<file path="config.mk">
export PLATFORM = sky130hd
export DESIGN_NAME = vec_unpack_seq
export DESIGN_NICKNAME = d
export VERILOG_FILES = /design/src/rtl/vec_unpack_seq.sv
export SDC_FILE = /design/constraint.sdc
export NUM_CORES = 1
export LEC_CHECK = 0
export ABC_AREA = 1
export CAP_MARGIN = 10
export CORE_AREA = 2 2 166 168
export DETAILED_ROUTE_END_ITERATION = 6
export DIE_AREA = 0 0 168 170
export PLACE_DENSITY = 0.83
export SETUP_SLACK_MARGIN = 0.02
export SYNTH_ARGS = -nofsm -noshare
export SYNTH_HDL_FRONTEND = slang
export SYNTH_SLANG_ARGS = --single-unit
</file>
<file path="constraint.sdc">
create_clock -name clk -period 2.04 [get_ports clk]
set_input_delay 0.306 -clock clk [delete_from_list [all_inputs] [get_ports clk]]
set_output_delay 0.306 -clock clk [all_outputs]
set_load 0.1 [all_outputs]
</file>
<file path="src/rtl/vec_unpack_seq.sv">
// vec_unpack_seq: writeback-side unpacker for a V-bit result with a 2-bit destination select.
// Select 00 forwards the whole vector in one beat; 01/10/11 serialize it into S-bit lanes
// (ascending) tagged with the scalar destination. One result is in flight at a time.
// Optional feature macro: UNPACK_ZERO_SKIP_EN (skip all-zero lanes on the scalar path).
module vec_unpack_seq #(
  parameter int unsigned S = 32,
  parameter int unsigned V = 192
) (
  input  logic                  clk,
  input  logic                  rst_n,
  input  logic                  in_valid,
  output logic                  in_ready,
  input  logic [V-1:0]          in_data,
  input  logic [1:0]            in_sel,
  output logic                  vec_valid,
  input  logic                  vec_ready,
  output logic [V-1:0]          vec_data,
  output logic                  sc_valid,
  input  logic                  sc_ready,
  output logic [S-1:0]          sc_data,
  output logic [$clog2(V/S)-1:0] sc_lane,
  output logic [1:0]            sc_dest,
  output logic                  sc_last,
  output logic                  busy
);

  localparam int unsigned Lanes = V / S;
  localparam int unsigned LaneW = $clog2(V / S);

  typedef enum logic [1:0] {StIdle, StVec, StScal} state_e;

  state_e             state_q, state_d;
  logic [V-1:0]       buf_q, buf_d;
  logic [1:0]         dsel_q, dsel_d;
  logic [LaneW-1:0]   lane_q, lane_d;
  logic               accept;
  logic               last_beat;

`ifdef UNPACK_ZERO_SKIP_EN
  logic [Lanes-1:0]   mask_q, mask_d;
  logic [Lanes-1:0]   in_mask;
  logic [Lanes-1:0]   rem_mask;

  // Index of the lowest set bit; 0 when the mask is empty.
  function automatic logic [LaneW-1:0] low_idx(input logic [Lanes-1:0] m);
    logic [LaneW-1:0] r;
    r = '0;
    for (int i = int'(Lanes) - 1; i >= 0; i--) begin
      if (m[i]) r = LaneW'(i);
    end
    return r;
  endfunction

  // Per-lane nonzero flags of the incoming vector, and lanes still to emit after this one.
  always_comb begin
    for (int i = 0; i < int'(Lanes); i++) begin
      in_mask[i] = |in_data[i*S +: S];
    end
    rem_mask         = mask_q;
    rem_mask[lane_q] = 1'b0;
  end

  assign last_beat = (rem_mask == '0);
  assign sc_valid  = (state_q == StScal) && (mask_q != '0);
`else
  assign last_beat = (lane_q == LaneW'(Lanes - 1));
  assign sc_valid  = (state_q == StScal);
`endif

  assign in_ready  = (state_q == StIdle);
  assign busy      = (state_q != StIdle);
  assign accept    = in_valid && in_ready;
  assign vec_valid = (state_q == StVec);
  assign vec_data  = buf_q;
  assign sc_data   = buf_q[int'(lane_q)*S +: S];
  assign sc_lane   = lane_q;
  assign sc_dest   = dsel_q;
  assign sc_last   = sc_valid && last_beat;

  // Next-state logic: capture on accept, release on the final output handshake.
  always_comb begin
    state_d = state_q;
    buf_d   = buf_q;
    dsel_d  = dsel_q;
    lane_d  = lane_q;
`ifdef UNPACK_ZERO_SKIP_EN
    mask_d  = mask_q;
`endif
    unique case (state_q)
      StIdle: begin
        if (accept) begin
          buf_d  = in_data;
          dsel_d = in_sel;
          if (in_sel == 2'b00) begin
            state_d = StVec;
          end else begin
            state_d = StScal;
`ifdef UNPACK_ZERO_SKIP_EN
            mask_d  = in_mask;
            lane_d  = low_idx(in_mask);
`else
            lane_d  = '0;
`endif
          end
        end
      end
      StVec: begin
        if (vec_ready) state_d = StIdle;
      end
      StScal: begin
`ifdef UNPACK_ZERO_SKIP_EN
        // An all-zero scalar result emits nothing and frees the block after one cycle.
        if (mask_q == '0) begin
          state_d = StIdle;
        end else if (sc_ready) begin
          if (last_beat) begin
            state_d = StIdle;
          end else begin
            lane_d = low_idx(rem_mask);
            mask_d = rem_mask;
          end
        end
`else
        if (sc_ready) begin
          if (last_beat) state_d = StIdle;
          else           lane_d  = lane_q + LaneW'(1);
        end
`endif
      end
      default: state_d = StIdle;
    endcase
  end

  // State registers with asynchronous reset that aborts any in-flight result.
  always_ff @(posedge clk or negedge rst_n) begin
    if (!rst_n) begin
      state_q <= StIdle;
      buf_q   <= '0;
      dsel_q  <= '0;
      lane_q  <= '0;
`ifdef UNPACK_ZERO_SKIP_EN
      mask_q  <= '0;
`endif
    end else begin
      state_q <= state_d;
      buf_q   <= buf_d;
      dsel_q  <= dsel_d;
      lane_q  <= lane_d;
`ifdef UNPACK_ZERO_SKIP_EN
      mask_q  <= mask_d;
`endif
    end
  end

endmodule

</file>
After elaboration in Yosys (flattened, before gate mapping)
Cells that the tools add are included.

word-level totals
  register bits after elaboration = 199
  bits of input ports = 199

cells by class
  $add $sub $neg = 1
  eq/ne operators = 9
  shift operators = 1
  multiplexer cells = 11
  reduce and logical (&&, ||, !) cells = 9

operators by type and width
  operator                                                                number
  192-bit by 9-bit indexed part select with 32-bit output                 1
  3-bit two-way mux                                                       4
  2-bit two-way mux                                                       5
  2-bit by 1-bit != test with 1-bit output (second input constant)        4
  2-bit one-hot mux with 3 select lines                                   1
  3-bit one-hot mux with 2 select lines                                   1
  5-bit AND reduction                                                     1
  2-bit zero test                                                         2
  2-bit != test (second input constant)                                   2
  4-bit AND reduction                                                     1
  2-bit nonzero test                                                      2
  3-bit by 1-bit adder with 3-bit output (second input constant)          1
  3-bit equality test (second input constant)                             1
  2-bit by 1-bit equality test with 1-bit output (second input constant)  1
  2-bit equality test (second input constant)                             1
  1-bit logical AND                                                       2
  2-bit AND reduction                                                     1

Longest topological paths before layout
  depth after elaboration = 4
  mapped depth = 9
  mapped depth without buffers = 7

Worst setup path after synthesis
Ideal clock, no wire load.

  path type = register -> output
  start point = register state_q[1]
  end point = output port sc_last
  arrival = 3.387 ns
  required time = 1.734 ns
  slack = -1.653 ns
  cell stages (with the launch flop) = 5
  path buffers = 0
  cells stage by stage = dfrtp_1 > inv_1 > nor2_1 > inv_1 > nor2_1

on the way
  longest elaborated chain between the ends = 2

RTL lines
  what                    RTL line  RTL
  from (decl)             32        state_e state_q, state_d;
  from (signal assigned)  137       state_q <= StIdle;
  from (signal assigned)  145       state_q <= state_d;
  2-bit equality test     67        assign sc_valid = (state_q == StScal);
  via sc_valid            18        output logic sc_valid,
  1-bit logical AND       78        assign sc_last = sc_valid && last_beat;
  to (decl)               23        output logic sc_last,

The timed path passes the listed nets, and every way through them passes these cells.

Worst setup path in the final report
  start point = register lane_q[0], in the netlist sc_lane[0]
  end point = output port sc_data[9]

on the way
  longest elaborated chain between the ends = 1

RTL lines
  what                                                     RTL line  RTL
  from (decl)                                              35        logic [LaneW-1:0] lane_q, lane_d;
  from (signal assigned)                                   148       lane_q <= lane_d;
  192-bit by 9-bit indexed part select with 32-bit output  75        assign sc_data = buf_q[int'(lane_q)*S +: S];
  to (decl)                                                20        output logic [S-1:0] sc_data,

No other way between the ends.

==> summary.txt <==
Setup path
  • Reg-to-reg setup timing slack: ~0.24 ns
  • RR Startpoint: state_q[0]
  • Crit. Startpoint: sc_lane[0]
  • Worst path most repeated cell: buf_12
  • CP arrival: about 1.9 ns
  • Slowest stage cell, crit path: dfrtp_4
  • Critical Path End Type: output port
  • Worst EP required: around 1.7 ns
  • Setup CP Type: register to output port
  • CP Launch Type: register
  • R2R depth: 6
  • Crit-path max FO: 42
  • CP cell instances: buf_12 > or2_2 > o211ai_1 > nand2_4 > buf_12
  • Worst R2R End: vec_data[102]
  • Critical path's largest stage delay: about 0.54 ns

Route
  • Vias after detailed routing: 10160
  • Violation count after the first detailed-route iteration: roughly 920
  • Antenna Nets Post-Route: 0
  • WL final: 36880 um
  • Via density: a little over 5
  • Residual DRC: 0
  • Drt pass-1 iters: 5
  • Per-cell routed wire length: 18.27 um

Timing
  • Period utilisation layout: 108.6%
  • Hold Fails Final Rpt: 0
  • Setup slack after layout: -0.1749 ns
  • Peak Freq: around 0.45 GHz
  • Pins Over Slew Limit: 0
  • Final clock skew: 0.02339 ns
  • Min cycle time layout: 2.215 ns
  • Slew margin rel.: approximately three fifths
  • Unrepaired setup endpoints after global routing: true
  • Final setup viols: 33
  • Worst-margin pin slew: just under 0.6 ns

Final layout
  • Multi-input gate area: roughly 0.0041 sq mm
  • Layout cell share with drive strength beyond 1: between 20% and 30%
  • Antenna Diode Count: 0
  • # fillers: between 2000 and 2500
  • Register area: between 0.004 and 0.005 sq mm
  • Fin nets: between 1500 and 2000
  • Area Overhead vs Synth: 59.74%
  • Fin util: between 50% and 60%

CTS
  • CTS tree: built
  • Max clock buf depth: 2
  • Root buffer cell: clkbuf_16
  • Clock Pin Slew Worst Setup and Hold Paths: approximately 0.08 ns
  • Clk_lat worst skew: around 0.45 ns
  • CTS Sinks: roughly 200
  • # H-tree levels: 4
  • Cts bufs inserted: 17

Worst hold path
  • Worst hold endpoint: vec_data[33]
  • Hold path depth: 3
  • Min-delay src: in_valid
  • Kind of path behind the tightest hold check: primary input to register

Logic synthesis
  • Synth warn: 0
  • Post-synthesis sequential area ratio: roughly half
  • Top cell type's share of synthesized area: 51.75%
  • Post-synth EDFFs: 0
  • Syn avg cell area: 7.631 sq um
  • Net Count, Synth: 1462
  • Cell taking the most area after synthesis: dfrtp_1
  • Flops & latches, synth: 199
  • Largest cells by area after synthesis: dfrtp_1 52%, nand2_1 14%, nand3_1 7.1%
  • Post-synth top cells: 368 x nand2_1, 199 x dfrtp_1, 139 x inv_1, 136 x nand3_1, 135 x nor2_1
  • Count leader, synth: nand2_1
  • Synth Instances: approximately 1300
  • Netlist cell types: 19
  • Post-Syn Area: 0.009623 sq mm
  • Async SR Flop Fraction: 100.0%
  • Top_reg_cell synth: dfrtp_1

Global route
  • Largest net degree at the start of global routing: 137
  • Vias in the first global route: about 9400
  • Gr usage total: between 20% and 30%
  • Total gr overflow: 0
  • First-pass GRT wire length: approximately 54000 um
  • Antenna violations before repair: 0

Placed design
  • RePlAce Congestion: 0.8658
  • Port Buf Inserts: between 400 and 500
  • Dpl hpwl: between 20000 and 30000 um

Floorplan
  • Die W: between 150 and 200 um
  • Core area: 0.02665 sq mm
  • Initial Utilization: 36.11%
  • Die height: 170 um
  • Rows: 60
  • Num ports: about 430
  • Die ar.: 0.02856 sq mm

Job
  • Max_cap viols: 0

Status
  • Status: complete, but fails checks
  • Failing checks: setup timing
-- cell type report --
| class | instances | share of cell area (%) |
|---|---|---|
| Sequential cell | 199 | 32.47 |
| Timing Repair Buffer | 467 | 30.73 |
| Multi-Input combinational cell | 839 | 26.49 |
| Inverter | 140 | 3.541 |
| Clock buffer | 18 | 2.857 |
| Tap cell | 341 | 2.776 |
| Clock inverter | 14 | 1.140 |
-- worst max-delay path: cells and delay by family (launching register included) --
family / cells / cell delay [ns]
AO/OA/AOI/OAI: 1 / 0.14
buffers and inverters: 2 / 0.37
flip-flops: 1 / 0.54
AND/OR/NAND/NOR: 2 / 0.41
-- worst max-delay path by stage --
stage | endpoint | slack (ns)
2_1_floorplan | vec_valid | -0.02
4_1_cts | sc_data[13] | -0.22
3_5_place_dp | sc_data[13] | 0.10
5_1_grt | sc_data[16] | -0.25
6_report | sc_data[9] | -0.17
3_3_place_gp | sc_data[13] | 0.13
-- what timing repair did --
action / 4_1_cts / 5_1_grt
setup buffers: 2 / 1
resized for setup: 17 / 28
pin swaps: 2 / 0
gates cloned: 1 / 3
endpoints found under the setup margin: 34 / 33
hold buffers: 1 / 0
endpoints found under the hold margin: 46 / 0
-- cells in the final DEF (no fill, tap or decap), types with 2 or more instances in the layout --
| cell | count |
|---|---|
| clkbuf_16 | 20 |
| ha_1 | 2 |
| nand2_2 | 25 |
| buf_6 | 2 |
| o211ai_1 | 32 |
| nand2_4 | 29 |
| nand3_1 | 134 |
| o21ai_1 | 2 |
| buf_12 | 49 |
| nand3_2 | 2 |
| dfrtp_4 | 3 |
| inv_6 | 5 |
| inv_1 | 137 |
| or2_4 | 6 |
| clkinv_8 | 5 |
| inv_8 | 2 |
| clkbuf_8 | 2 |
| buf_4 | 211 |
| nand2_1 | 313 |
| or2_2 | 26 |
| buf_16 | 2 |
| nor2_4 | 4 |
| clkdlybuf4s50_1 | 196 |
| nor2_1 | 133 |
| dfrtp_1 | 196 |
| nand2_8 | 2 |
| a21oi_1 | 128 |
-- cells by family after synthesis --
kind of cell,Yosys count,share of synthesized area [%]
fa+ha+maj,2,0.2600
buf+inv,223,9.570
flops,199,51.75
simple gates,674,29.07
compound gates,162,9.258
xor+xnor,1,0.09103
-- sequential cells by signal, summed over array words and instances, names as in the netlist --
name      count
vec_data    192
sc_lane       3
sc_dest       2
state_q       2
-- per-stage QoR --
step	hold WS, ns	TNS (ns)	cell area [sq um]	std cells	setup slack [ns]
floorplan	0.01041	-0.02228	9918	1261	-0.01719
CTS	0.3209	-6.063	15210	2014	-0.2195
global route	0.3408	-7.047	15370	2018	-0.2452
finish	0.3441	-4.767	15370	2018	-0.1749
detailed placement	0.3184	0	14490	1978	0.1013
global placement	0.3188	0	14490	1978	0.1344
-- routing by layer --
| metal | vias up | share of wire (%) | track usage, % |
|---|---|---|---|
| met5 | - | 0 | 0 |
| met1 | 4821 | 42 | 32.82 |
| met2 | 502 | 47 | 39.22 |
| met3 | 79 | 7.6 | 5.023 |
| met4 | 0 | 3.5 | 10.02 |
| li1 | 4758 | - | - |
Power is left out: the tool's default activity adds up to more than one toggle a clock period on the data nets, which glitch-free logic cannot reach.
